File: src/rtl/four_12_12_tap_wr_arb_if.sv
// Bus bundle for the tap-memory write arbiter: error sub-writes, writeback
// handshake, flush, read-hazard query and the tap memory write port.
interface four_12_12_tap_wr_arb_if #(
    parameter int ADDR_W = 5,
    parameter int DATA_W = 384
);
    logic              err_vld;
    logic [3:0]        err_phase;
    logic [31:0]       err_sub_addr;
    logic [31:0]       err_sub_data;
    logic              upd_vld;
    logic              upd_rdy;
    logic [ADDR_W-1:0] upd_addr;
    logic [DATA_W-1:0] upd_data;
    logic              flush;
    logic [ADDR_W-1:0] rd_addr;
    logic              rd_hazard;
    logic              mem_wr_vld;
    logic [ADDR_W-1:0] mem_wr_addr;
    logic [DATA_W-1:0] mem_wr_data;
    logic              mem_sub_vld;
    logic [31:0]       mem_sub_addr;
    logic [31:0]       mem_sub_data;
    logic [2:0]        fifo_level;

    modport slave (
        input  err_vld, err_phase, err_sub_addr, err_sub_data,
        input  upd_vld, upd_addr, upd_data, flush, rd_addr,
        output upd_rdy, rd_hazard, fifo_level,
        output mem_wr_vld, mem_wr_addr, mem_wr_data, mem_sub_vld, mem_sub_addr, mem_sub_data
    );

    modport master (
        output err_vld, err_phase, err_sub_addr, err_sub_data,
        output upd_vld, upd_addr, upd_data, flush, rd_addr,
        input  upd_rdy, rd_hazard, fifo_level,
        input  mem_wr_vld, mem_wr_addr, mem_wr_data, mem_sub_vld, mem_sub_addr, mem_sub_data
    );
endinterface

File: src/rtl/four_12_12_tap_wr_arb.sv
// Tap memory write-port arbiter: error sub-writes win, queued row writebacks fill idle slots.
// Optional macro TAP_WR_ARB_STATS_EN adds a saturating pop-deferral counter (stall_cnt).
module four_12_12_tap_wr_arb #(
    parameter int ADDR_W     = 5,
    parameter int DATA_W     = 384,
    parameter int FIFO_DEPTH = 4,
    parameter int TAP_BASE   = 12
) (
    input logic clk,
    input logic reset,
    four_12_12_tap_wr_arb_if.slave bus
`ifdef TAP_WR_ARB_STATS_EN
    ,
    output logic [15:0] stall_cnt
`endif
);
    localparam int PTR_W = (FIFO_DEPTH > 1) ? $clog2(FIFO_DEPTH) : 1;
    localparam int CNT_W = PTR_W + 1;

    logic [ADDR_W-1:0] addr_q [FIFO_DEPTH];
    logic [DATA_W-1:0] data_q [FIFO_DEPTH];
    logic [PTR_W-1:0]  wr_ptr;
    logic [PTR_W-1:0]  rd_ptr;
    logic [CNT_W-1:0]  count;

    logic              vld_p1;
    logic              sub_p1;
    logic [ADDR_W-1:0] addr_p1;
    logic [DATA_W-1:0] data_p1;
    logic [31:0]       sub_addr_p1;
    logic [31:0]       sub_data_p1;

    logic [ADDR_W-1:0] err_addr;
    logic              full;
    logic              empty;
    logic              push;
    logic              pop;
    logic              hazard;

    // Sum truncates to ADDR_W bits so the error row address wraps.
    assign err_addr = ADDR_W'(TAP_BASE) + ADDR_W'(bus.err_phase);
    assign full     = (count == CNT_W'(FIFO_DEPTH));
    assign empty    = (count == '0);
    assign push     = bus.upd_vld && !full && !bus.flush;
    assign pop      = !bus.err_vld && !empty && !bus.flush;

    assign bus.upd_rdy      = !full;
    assign bus.fifo_level   = 3'(count);
    assign bus.mem_wr_vld   = vld_p1;
    assign bus.mem_sub_vld  = sub_p1;
    assign bus.mem_wr_addr  = addr_p1;
    assign bus.mem_wr_data  = data_p1;
    assign bus.mem_sub_addr = sub_addr_p1;
    assign bus.mem_sub_data = sub_data_p1;
    assign bus.rd_hazard    = hazard;

    always_comb begin
        hazard = 1'b0;
        for (int i = 0; i < FIFO_DEPTH; i++) begin
            if ((CNT_W'(i) < count) && (addr_q[rd_ptr + PTR_W'(i)] == bus.rd_addr))
                hazard = 1'b1;
        end
        if (vld_p1 && (addr_p1 == bus.rd_addr))
            hazard = 1'b1;
        if (bus.err_vld && (err_addr == bus.rd_addr))
            hazard = 1'b1;
    end

    // FIFO storage carries no reset; only entries below count are ever observed.
    always_ff @(posedge clk) begin
        if (push) begin
            addr_q[wr_ptr] <= bus.upd_addr;
            data_q[wr_ptr] <= bus.upd_data;
        end
    end

    always_ff @(posedge clk or negedge reset) begin
        if (!reset) begin
            wr_ptr <= '0;
            rd_ptr <= '0;
            count  <= '0;
        end else if (bus.flush) begin
            wr_ptr <= '0;
            rd_ptr <= '0;
            count  <= '0;
        end else begin
            if (push)
                wr_ptr <= wr_ptr + 1'b1;
            if (pop)
                rd_ptr <= rd_ptr + 1'b1;
            count <= count + CNT_W'(push) - CNT_W'(pop);
        end
    end

    // Output stage p1: one registered write per edge, error sub-write first.
    always_ff @(posedge clk or negedge reset) begin
        if (!reset) begin
            vld_p1      <= 1'b0;
            sub_p1      <= 1'b0;
            addr_p1     <= '0;
            data_p1     <= '0;
            sub_addr_p1 <= '0;
            sub_data_p1 <= '0;
        end else if (bus.err_vld) begin
            vld_p1      <= 1'b1;
            sub_p1      <= 1'b1;
            addr_p1     <= err_addr;
            sub_addr_p1 <= bus.err_sub_addr;
            sub_data_p1 <= bus.err_sub_data;
        end else if (pop) begin
            vld_p1  <= 1'b1;
            sub_p1  <= 1'b0;
            addr_p1 <= addr_q[rd_ptr];
            data_p1 <= data_q[rd_ptr];
        end else begin
            vld_p1 <= 1'b0;
            sub_p1 <= 1'b0;
        end
    end

`ifdef TAP_WR_ARB_STATS_EN
    always_ff @(posedge clk or negedge reset) begin
        if (!reset)
            stall_cnt <= '0;
        else if (bus.flush)
            stall_cnt <= '0;
        else if (bus.err_vld && !empty && (stall_cnt != 16'hFFFF))
            stall_cnt <= stall_cnt + 16'd1;
    end
`endif
endmodule
File: src/flat_wrapper.sv
// flat-port wrapper written by rule: the top's interface ports become plain ports
module four_12_12_tap_wr_arb_flat 
#(
    parameter int ADDR_W     = 5,
    parameter int DATA_W     = 384,
    parameter int FIFO_DEPTH = 4,
    parameter int TAP_BASE   = 12
)
  (clk, reset, bus_err_vld, bus_err_phase, bus_err_sub_addr, bus_err_sub_data, bus_upd_vld, bus_upd_addr, bus_upd_data, bus_flush, bus_rd_addr, bus_upd_rdy, bus_rd_hazard, bus_fifo_level, bus_mem_wr_vld, bus_mem_wr_addr, bus_mem_wr_data, bus_mem_sub_vld, bus_mem_sub_addr, bus_mem_sub_data);
  four_12_12_tap_wr_arb_if #(.ADDR_W(ADDR_W), .DATA_W(DATA_W)) bus_i ();
  input logic clk;
  input logic reset;
  input wire logic [$bits(bus_i.err_vld)-1:0] bus_err_vld;
  input wire logic [$bits(bus_i.err_phase)-1:0] bus_err_phase;
  input wire logic [$bits(bus_i.err_sub_addr)-1:0] bus_err_sub_addr;
  input wire logic [$bits(bus_i.err_sub_data)-1:0] bus_err_sub_data;
  input wire logic [$bits(bus_i.upd_vld)-1:0] bus_upd_vld;
  input wire logic [$bits(bus_i.upd_addr)-1:0] bus_upd_addr;
  input wire logic [$bits(bus_i.upd_data)-1:0] bus_upd_data;
  input wire logic [$bits(bus_i.flush)-1:0] bus_flush;
  input wire logic [$bits(bus_i.rd_addr)-1:0] bus_rd_addr;
  output wire logic [$bits(bus_i.upd_rdy)-1:0] bus_upd_rdy;
  output wire logic [$bits(bus_i.rd_hazard)-1:0] bus_rd_hazard;
  output wire logic [$bits(bus_i.fifo_level)-1:0] bus_fifo_level;
  output wire logic [$bits(bus_i.mem_wr_vld)-1:0] bus_mem_wr_vld;
  output wire logic [$bits(bus_i.mem_wr_addr)-1:0] bus_mem_wr_addr;
  output wire logic [$bits(bus_i.mem_wr_data)-1:0] bus_mem_wr_data;
  output wire logic [$bits(bus_i.mem_sub_vld)-1:0] bus_mem_sub_vld;
  output wire logic [$bits(bus_i.mem_sub_addr)-1:0] bus_mem_sub_addr;
  output wire logic [$bits(bus_i.mem_sub_data)-1:0] bus_mem_sub_data;
  assign bus_i.err_vld = bus_err_vld;
  assign bus_i.err_phase = bus_err_phase;
  assign bus_i.err_sub_addr = bus_err_sub_addr;
  assign bus_i.err_sub_data = bus_err_sub_data;
  assign bus_i.upd_vld = bus_upd_vld;
  assign bus_i.upd_addr = bus_upd_addr;
  assign bus_i.upd_data = bus_upd_data;
  assign bus_i.flush = bus_flush;
  assign bus_i.rd_addr = bus_rd_addr;
  assign bus_upd_rdy = bus_i.upd_rdy;
  assign bus_rd_hazard = bus_i.rd_hazard;
  assign bus_fifo_level = bus_i.fifo_level;
  assign bus_mem_wr_vld = bus_i.mem_wr_vld;
  assign bus_mem_wr_addr = bus_i.mem_wr_addr;
  assign bus_mem_wr_data = bus_i.mem_wr_data;
  assign bus_mem_sub_vld = bus_i.mem_sub_vld;
  assign bus_mem_sub_addr = bus_i.mem_sub_addr;
  assign bus_mem_sub_data = bus_i.mem_sub_data;
  four_12_12_tap_wr_arb #(.ADDR_W(ADDR_W), .DATA_W(DATA_W), .FIFO_DEPTH(FIFO_DEPTH), .TAP_BASE(TAP_BASE)) u_core (.clk(clk), .reset(reset), .bus(bus_i));
endmodule
File: config.mk
export PLATFORM = sky130hd
export DESIGN_NAME = four_12_12_tap_wr_arb_flat
export DESIGN_NICKNAME = d
export VERILOG_FILES = /design/src/rtl/four_12_12_tap_wr_arb_if.sv /design/src/rtl/four_12_12_tap_wr_arb.sv /design/src/flat_wrapper.sv
export SDC_FILE = /design/constraint.sdc
export NUM_CORES = 1
export LEC_CHECK = 0
export BUFFER_PORTS_ARGS = -buffer_cell sky130_fd_sc_hd__buf_4
export CORE_MARGIN = 8
export CORE_UTILIZATION = 45
export CTS_CLUSTER_SIZE = 14
export DETAILED_ROUTE_END_ITERATION = 10
export PLACE_DENSITY = 0.64
export SLEW_MARGIN = 15
export SYNTH_ARGS = -nofsm -noshare
export SYNTH_HDL_FRONTEND = slang
export SYNTH_SLANG_ARGS = --single-unit
File: constraint.sdc
create_clock -name clk -period 19.1 [get_ports clk]
set_clock_uncertainty 0.15 [all_clocks]
set_input_delay 0.955 -clock clk [delete_from_list [all_inputs] [get_ports clk]]
set_output_delay 0.955 -clock clk [all_outputs]
set_load 0.01 [all_outputs]
==> run summary, run 1 <==
The critical path capture point type is an output pin. The total area inside the core boundary comes to 164000 µm². The final count of negative-setup-slack endpoints is 0. The all-layer global routing usage came out at 20.4%.

The critical path data required time is 18000 ps. The maximum clock path buffer count came out at 3. The die boundary width came out at 422 µm. After detailed routing, the number of vias per cell comes to 5.20. In this run, synthesis inferred 1556 flip-flops with an integrated enable.

For this run, design rule violations remaining after detail routing come to 0. The leakage power came out at 0.0339 µW. The number of global-route vias before repair is 39700. The number of pins with negative max-slew slack in the final report is 0. The global-route wire length before repair came out at 272 mm.

In this run the tightest slew margin relative to its limit is 23.9%. The ratio of total power to cell area came out at 136 nW/µm². The synthesized flop and latch total is 2018. The net count of the mapped netlist is 4421.

The post-synthesis mux area share came out at 13.3%. In this run the vertical extent of the chip is 422 µm. The compound-cell area share of the yosys netlist came out at 0.147%.

927 I/O pins were placed. The final setup TNS came out at 0 ps. The post-cts repair resize count is 0.

The actual slew at the worst max-slew pin is 1140 ps. Summing the areas of all fa, ha and maj instances in the mapped netlist gives 0.179% of the synthesized area. The worst setup path is of the reg2out kind.

Dividing the detail-routed wire length by the instance count gives 25.4 µm. The post-synthesis xor/xnor area fraction came out at 0.390%. The biggest fanout along the worst timing path is 142. The total number of yosys warnings is 0. After floorplanning, the core was divided into 149 placement rows.

The number of clock buffers added by TritonCTS is 200. The placed wire-length estimate after detailed placement is 120 mm. Counting every instance in the synthesized netlist gives 3944. The depth of the CTS H-tree is 4. The maximum number of pins on one net before global-route repair came out at 147. For this configuration, the core starts out at a cell density of 45.2%.

The clock sink total came out at 2018. For this run the aggregate overflow at the end of global routing stands at 0. In the final layout, the share of cells above drive strength 1 is 34.3%. The share of the clock period used by the worst path after layout is 31.0%.

The part of the Yosys area used for sequential elements is 78.6%. The number of buffer cells added on primary ports is 926. The largest family of logic cells by synthesized area is multiplexers. The placer's final routability congestion estimate is 0.799. The worst setup path is launched from a flip-flop.

The internal reg-to-reg setup slack is 14740 ps. From synthesis to final layout, the design area changed by 21.6%. In this run, the number of DRC markers left after iteration 0 of detailed routing was 2824.

At the end of the flow the core is filled with cells to 54.9%. Each instance of the synthesized netlist takes up on average 18.8 µm². The final net count came out at 5411.

Once detail routing completed, the nets flagged for antenna violations numbered 0. TritonCTS built the clock tree. The number of library cell types mapped by synthesis came out at 35.

The cell sitting at the root of the clock tree is a sky130_fd_sc_hd__clkbuf_16. Setup repair after global routing left no endpoint under its margin. The number of violations of the max-capacitance limit is 0. The maximum achievable frequency came out at 0.169 GHz. The clock period minus final worst setup slack came out at 5920 ps. The die area came out at 178000 µm². The post-synthesis cell area came out at 74200 µm².

The run finished with clean final reports. The number of antenna violations at the first check in global routing came out at 56. The arrival time at the worst endpoint came out at 4820 ps. The share of flip-flops with an asynchronous set or reset came out at 22.9%. The final count of hold timing violations came out at 0. The simple-gate share of the synthesized area is 6.09%. The first detailed-routing pass ran for 5 iterations. The most used flip-flop cell after synthesis is sky130_fd_sc_hd__edfxtp_1. The overall via count from detail_route is 38300. After clock tree synthesis, the clock-pin slew on the worst setup and hold paths is 60 ps. The insertion delay of the later-clocked pin in the worst-skew pair is 830 ps. In this run the worst hold path is classified as in2reg. IR analysis of the VDD net gives a maximum drop of 0.0928 mV.

Summed over all layers, the routed wires come to 187 mm.
-- synth_stat cells, types with 5 or more instances --
cell type | instances | area share, %
sky130_fd_sc_hd__xnor2_1 | 17 | 0.20
sky130_fd_sc_hd__ha_1 | 9 | 0.15
sky130_fd_sc_hd__buf_1 | 18 | 0.091
sky130_fd_sc_hd__buf_2 | 70 | 0.47
sky130_fd_sc_hd__o21ai_0 | 5 | 0.034
sky130_fd_sc_hd__xor2_1 | 16 | 0.19
sky130_fd_sc_hd__clkbuf_1 | 71 | 0.36
sky130_fd_sc_hd__mux2i_1 | 6 | 0.081
sky130_fd_sc_hd__buf_4 | 27 | 0.27
sky130_fd_sc_hd__nor2_1 | 8 | 0.040
sky130_fd_sc_hd__edfxtp_1 | 1556 | 63
sky130_fd_sc_hd__mux2_2 | 64 | 0.97
sky130_fd_sc_hd__inv_1 | 12 | 0.061
sky130_fd_sc_hd__nand2_1 | 1166 | 5.9
sky130_fd_sc_hd__mux4_2 | 402 | 12
sky130_fd_sc_hd__dfrtp_1 | 462 | 16
-- sequential cells by signal (all words and copies together), names as in the netlist --
register and flops:
u_core.wr_ptr 2, u_core.bus.mem_wr_data 384, u_core.rd_ptr 2, u_core.bus.mem_sub_vld 1, u_core.bus.mem_wr_addr 5, u_core.addr_q 20
u_core.bus.fifo_level 3, u_core.bus.mem_sub_addr 32, u_core.bus.mem_sub_data 32, u_core.bus.mem_wr_vld 1, u_core.data_q 1536
-- layout by cell type (no fill, tap or decap), types with 4 or more instances in the layout --
master / instances
sky130_fd_sc_hd__bufinv_16: 12
sky130_fd_sc_hd__diode_2: 51
sky130_fd_sc_hd__edfxtp_1: 1556
sky130_fd_sc_hd__inv_1: 11
sky130_fd_sc_hd__clkinv_2: 34
sky130_fd_sc_hd__xor2_1: 16
sky130_fd_sc_hd__mux4_2: 402
sky130_fd_sc_hd__buf_12: 6
sky130_fd_sc_hd__nand2_1: 1166
sky130_fd_sc_hd__mux2_2: 64
sky130_fd_sc_hd__clkinv_4: 4
sky130_fd_sc_hd__clkbuf_8: 31
sky130_fd_sc_hd__o21ai_0: 5
sky130_fd_sc_hd__and2_4: 4
sky130_fd_sc_hd__ha_1: 9
sky130_fd_sc_hd__clkinv_1: 13
sky130_fd_sc_hd__dfrtp_1: 460
sky130_fd_sc_hd__inv_6: 7
sky130_fd_sc_hd__clkbuf_16: 205
sky130_fd_sc_hd__clkinvlp_4: 4
sky130_fd_sc_hd__clkbuf_1: 64
sky130_fd_sc_hd__xnor2_1: 17
sky130_fd_sc_hd__mux2i_1: 6
sky130_fd_sc_hd__nor2_1: 8
sky130_fd_sc_hd__o211ai_1: 4
sky130_fd_sc_hd__buf_4: 970
-- area by class of cell --
class                           instances  area (µm²)
Antenna cell                           51         128
Clock buffer                          300        5800
Clock inverter                         81         865
Fill cell                           12800       74000
Inverter                               12        52.6
Multi-Input combinational cell       1724       14900
Sequential cell                      2018       58300
Tap cell                             2189        2740
Timing Repair Buffer                  978        7430
-- critical path, cell delays in order, from the launching register on --
cell and delay (ps):
sky130_fd_sc_hd__dfrtp_4 900, sky130_fd_sc_hd__buf_12 630, sky130_fd_sc_hd__buf_4 910, sky130_fd_sc_hd__mux4_2 620, sky130_fd_sc_hd__xor2_1 150, sky130_fd_sc_hd__nor4_1 260, sky130_fd_sc_hd__o21ai_0 130, sky130_fd_sc_hd__o211ai_1 100
sky130_fd_sc_hd__buf_4 190
-- timing repair --
action | in CTS | in global routing
setup buffers | 0 | 0
hold endpoints to repair | 19 | 0
hold buffers | 1 | 0
-- power breakdown --
group	switching (µW)	leakage, µW	internal [µW]
logic	1370	0.0108	1250
clock network	1640	0.00326	2270
registers	395	0.0199	5330
-- logic make-up (layout without fill, tap and decap cells) --
kind of cell / after synthesis / in the layout
buffers and inverters: 202 / 1371
AOI/OAI and AO/OA: 17 / 17
muxes: 473 / 473
adders and majority gates: 10 / 10
DFF: 2018 / 2018
xor gates and xnor gates: 33 / 33
other: 0 / 51
and+or+nand+nor: 1191 / 1191
-- stage by stage --
step | cell area [µm²] | hold WS [ps] | cells | total power (µW) | setup slack [ps]
after CTS | 90100 | 95.7 | 7302 | 12400 | 12910
after global placement | 83400 | 311 | 6920 | 8470 | 13760
after global routing | 90200 | 111 | 7345 | 12800 | 12840
final | 90200 | 178 | 7353 | 12300 | 13180
after detailed placement | 83400 | 314 | 6920 | 8500 | 13810
after floorplan | 74200 | 361 | 3944 | 7250 | 7970
-- path summary, 6_finish.rpt --
| path | cells after the start | startpoint | endpoint |
|---|---|---|---|
| worst max-delay path | 8 | u_core.rd_ptr[1]$_DFFE_PN0P_ | bus_rd_hazard |
| worst min-delay path | 1 | bus_upd_data[17] | u_core.data_q[1][17]$_DFFE_PP_ |
| worst max register to register | 6 | u_core.rd_ptr[1]$_DFFE_PN0P_ | u_core.bus.mem_wr_data[187]$_DFFE_PN0P_ |
| worst min register to register | 2 | u_core.bus.mem_wr_data[220]$_DFFE_PN0P_ | u_core.bus.mem_wr_data[220]$_DFFE_PN0P_ |
| max in group asynchronous | 5 | reset | u_core.bus.mem_wr_data[21]$_DFFE_PN0P_ |
| min in group asynchronous | 2 | reset | u_core.bus.mem_wr_data[365]$_DFFE_PN0P_ |
-- routing by layer --
metal	share of wire, %	up-vias	global-route usage (%)
met4	4.5	6	10.1
met1	37	20000	23.3
li1	-	16900	-
met3	4.9	302	4.42
met5	0.022	-	0
met2	54	1091	36.1
No activity file was read; power rests on OpenSTA's default activity.
==> run 2: changes to the inputs <==
- ABC_AREA: not set -> 1
- clock period: 19.1 -> 6.1 ns (I/O delays scaled with it)
==> run 2 against run 1 <==
  * Critical path depth grew 5
  * Synthesized cell count is 50% higher
  * Via count is 31% higher
  * Count of clock-buffer cells in the layout rose by 6
  * Synthesized area grew 0.41%
  * Non-clock buffer count is 625 higher
  * Sequential cell count is the same
  * Cell count increased by 34%
  * Combinational power rose to 3.5 times the previous value
  * Global-route usage grew 2.7 points
  * First-iteration DRC count is 42% higher
  * Clock power grew to 3.1 times the previous value
  * Critical path type unchanged
  * Largest cell class unchanged
==> run summary, run 2 <==
The synthesized design spends more area on one cell type than any other, namely sky130_fd_sc_hd__edfxtp_1. The total of fill cells in the finished design is 12900. The clock-pin transition on the worst setup and hold timing paths is 60 ps. The first TritonRoute pass finished after 5 iterations.

The die boundary width is 423 µm. During synthesis, Yosys emitted a total of 0 warnings. The initial core utilization came out at 45.2%. The clock tree from TritonCTS is built. Power comes to 39000 µW. The worst setup path is captured at an output pin. The total routed wirelength came out at 214 mm.

Setup repair after global routing left no endpoint under its margin. The critical path data required time came out at 5640 ps. The placer's final routability congestion estimate came out at 0.822. The CTS buffer count came out at 203. The number of post-CTS setup repair buffers is 0.

The synthesized design contains 1556 enable-type register cells. The synthesized flop and latch total is 2018. The number of buffer cells added on primary ports came out at 926. The initial detailed-routing violation count came out at 4015. Synthesis handed over a netlist of 5901 instances. The share of the clock period used by the worst path after layout came out at 68.2%. The number of nets with antenna violations after routing is 0. The ratio of total power to cell area is 404 nW/µm².

The critical path starts at u_core.rd_ptr[0]$_DFFE_PN0P_. The critical path is of the reg2out type. The part of the Yosys area used for sequential elements came out at 78.3%. The depth of the CTS H-tree is 4.

The overall via count from detail_route is 50200. The number of library cell types mapped by synthesis is 27. The share of synthesized area in the top cell type comes to 62.7%.

Counting stages on the worst path, the most repeated cell is sky130_fd_sc_hd__nand2_1. Along the worst path, the maximum fanout reaches 30. Sorting the synthesized cells by area gives the leading types as sky130_fd_sc_hd__edfxtp_1, sky130_fd_sc_hd__dfrtp_1, sky130_fd_sc_hd__nand2_1, sky130_fd_sc_hd__nand4_1, sky130_fd_sc_hd__buf_2. No sink is reached through more buffers than the 3 on the longest clock path. The number of ports placed on the die boundary is 927. The final count of negative-setup-slack endpoints is 0. The maximum achievable frequency is 0.241 GHz.

Hold is met by 38.9 ps. The mean cell area of the mapped netlist is 12.6 µm². The startpoint identified for the worst register-to-register timing path is u_core.rd_ptr[0]$_DFFE_PN0P_.

The number of flip-flops under the largest register name is 1536. In the global route stage, overall resource usage came out at 23.1%. More flip-flops sit in one register than any other, and that register is u_core.data_q. The post-cts repair resize count is 0. The floorplan has 149 rows.

The worst setup path is launched from a flip-flop. The arrival time at the worst endpoint is 3700 ps. The maximum cell stage delay along the critical path came out at 970 ps. The cell at the root of the clock tree is sky130_fd_sc_hd__clkbuf_16. The synthesis-to-layout area growth came out at 29.5%. The run finished with clean final reports. The number of buffers and inverters on the critical path came out at 2. The quantity of hold-fixing buffers added after cts is 615. The number of pins with negative max-slew slack in the final report is 0. The number of antenna violations at the first check in global routing is 55. The detail-routed via count per cell came out at 5.11. The die area is 179000 µm².

CTS saw 2018 sinks. The number of violations of the max-capacitance limit is 0. IR analysis of the VDD net gives a maximum drop of 0.306 mV. The predominant post-synthesis flop cell is sky130_fd_sc_hd__edfxtp_1. The leakage power is 0.0385 µW. The final count of hold timing violations is 0.

The actual slew at the worst max-slew pin came out at 1170 ps. Measured against its own limit, the worst slew margin works out to 21.7%. The post-synthesis cell area is 74500 µm². The commonest cells after synthesis are sky130_fd_sc_hd__nand2_1, sky130_fd_sc_hd__edfxtp_1, sky130_fd_sc_hd__dfrtp_1, sky130_fd_sc_hd__nand4_1, sky130_fd_sc_hd__buf_2.

The post-route netlist has 17.2% of its cells at a drive strength greater than 1. The net count of the mapped netlist came out at 6378. The slowest stage of the critical path belongs to the cell sky130_fd_sc_hd__dfrtp_1. Summed over all nets, the half-perimeter wirelength after detailed placement is 121 mm.

In the routed design, unresolved DRC markers number 0. The global-route wire length before repair is 318 mm. The area inside the core boundary is 165000 µm².

The commonest non-fill, non-tap cell in the layout is sky130_fd_sc_hd__nand2_1. The number of global-route vias before repair came out at 49700. For this run the aggregate overflow at the end of global routing stands at 0. In the layout the commonest cells are sky130_fd_sc_hd__nand2_1, sky130_fd_sc_hd__edfxtp_1, sky130_fd_sc_hd__buf_4. The share of flip-flops with an asynchronous set or reset came out at 22.9%. The final net count came out at 7904. The worst hold path belongs to the class in2async. The insertion delay of the later-clocked pin in the worst-skew pair is 830 ps. The maximum number of pins on one net before global-route repair came out at 165.

The cell family contributing the most delay on the critical path is simple AND/OR/NAND/NOR gates. The signal on the critical path passes through inv_2 > nand2_1 > nand2_2 > nand2_1 > nand2_1 > nand2_1 > nand2_1 > nor2_1 > nand2_1 > nor2_1 > nor2_1 > nand2_1 > buf_4. Yosys instantiated no cell more often than sky130_fd_sc_hd__nand2_1.

The vertical die dimension is 423 µm. The clock period minus final worst setup slack is 4160 ps. The post-detailed-route wirelength per cell is 21.7 µm.
run 2: cell count changes after synthesis, moves of 16 or more:
cell                      change
sky130_fd_sc_hd__mux2_2      -64
sky130_fd_sc_hd__inv_1       +26
sky130_fd_sc_hd__nand4_1    +383
sky130_fd_sc_hd__nand3_1     +50
sky130_fd_sc_hd__xor2_1      -16
sky130_fd_sc_hd__nand2_1   +1882
sky130_fd_sc_hd__buf_2      +111
sky130_fd_sc_hd__mux4_2     -402
run 2: per-stage QoR:
stage	setup slack (ps)	area (µm²)	util, %	setup TNS [ps]	cells
6_report	1940	96500	58.6	0	9841
5_1_grt	1560	96400	58.6	0	9833
4_1_cts	1900	96400	58.5	0	9798
3_5_place_dp	2670	83700	50.8	0	8796
3_3_place_gp	2760	83600	50.8	0	8795
2_1_floorplan	-1080	74500	-	-1677160	5901
run 2: worst reg2reg max path, stage by stage, from the launching register on:
cell and delay (ps):
sky130_fd_sc_hd__dfrtp_1 730, sky130_fd_sc_hd__inv_2 590, sky130_fd_sc_hd__nand2_1 280, sky130_fd_sc_hd__inv_8 510
sky130_fd_sc_hd__buf_12 700, sky130_fd_sc_hd__nand2_1 160, sky130_fd_sc_hd__nand4_1 130, sky130_fd_sc_hd__nand2_1 70
sky130_fd_sc_hd__nand2_1 100
run 2: power by group:
group	internal [µW]	switching, µW	total [µW]
Clock	6870	5220	12100
Sequential	16700	1050	17700
Combinational	3450	5730	9180
run 2: layout make-up:
cell class | count | area (µm²) | share of cell area [%]
Antenna cell | 43 | 108 | 0.112
Clock buffer | 306 | 5730 | 5.94
Clock inverter | 81 | 795 | 0.824
Inverter | 46 | 213 | 0.220
Multi-Input combinational cell | 3555 | 14600 | 15.2
Sequential cell | 2018 | 58300 | 60.4
Tap cell | 2189 | 2740 | 2.84
Timing Repair Buffer | 1603 | 13900 | 14.5
run 2: worst paths after layout:
path / end / cells past startpoint / slack, ps
worst max-delay path: bus_rd_hazard / 13 / 1940
worst min-delay path: u_core.bus.mem_wr_data[125]$_DFFE_PN0P_ / 3 / 40
worst max register to register: u_core.bus.mem_wr_data[15]$_DFFE_PN0P_ / 8 / 2620
worst min register to register: u_core.bus.mem_sub_addr[10]$_DFFE_PN0P_ / 2 / 320
max in group asynchronous: u_core.bus.fifo_level[1]$_DFF_PN0_ / 3 / 4720
min in group clk: u_core.data_q[2][41]$_DFFE_PP_ / 2 / 70
run 2: routing by layer:
| metal | vias to the layer above | wire length (µm) | GRT usage, % |
|---|---|---|---|
| met2 | 1687 | 106000 | 39.1 |
| met4 | 14 | 11900 | 11.7 |
| met3 | 455 | 12500 | 4.34 |
| met5 | - | 87 | 0 |
| met1 | 24900 | 83100 | 28.4 |
| li1 | 23200 | - | - |
run 2: cell families after synthesis:
group | synth area share, %
fa+ha+maj | 0.178
xor+xnor | 0.0235
compound gates | 0.207
simple gates | 19.2
buf+inv | 2.16
flops | 78.3
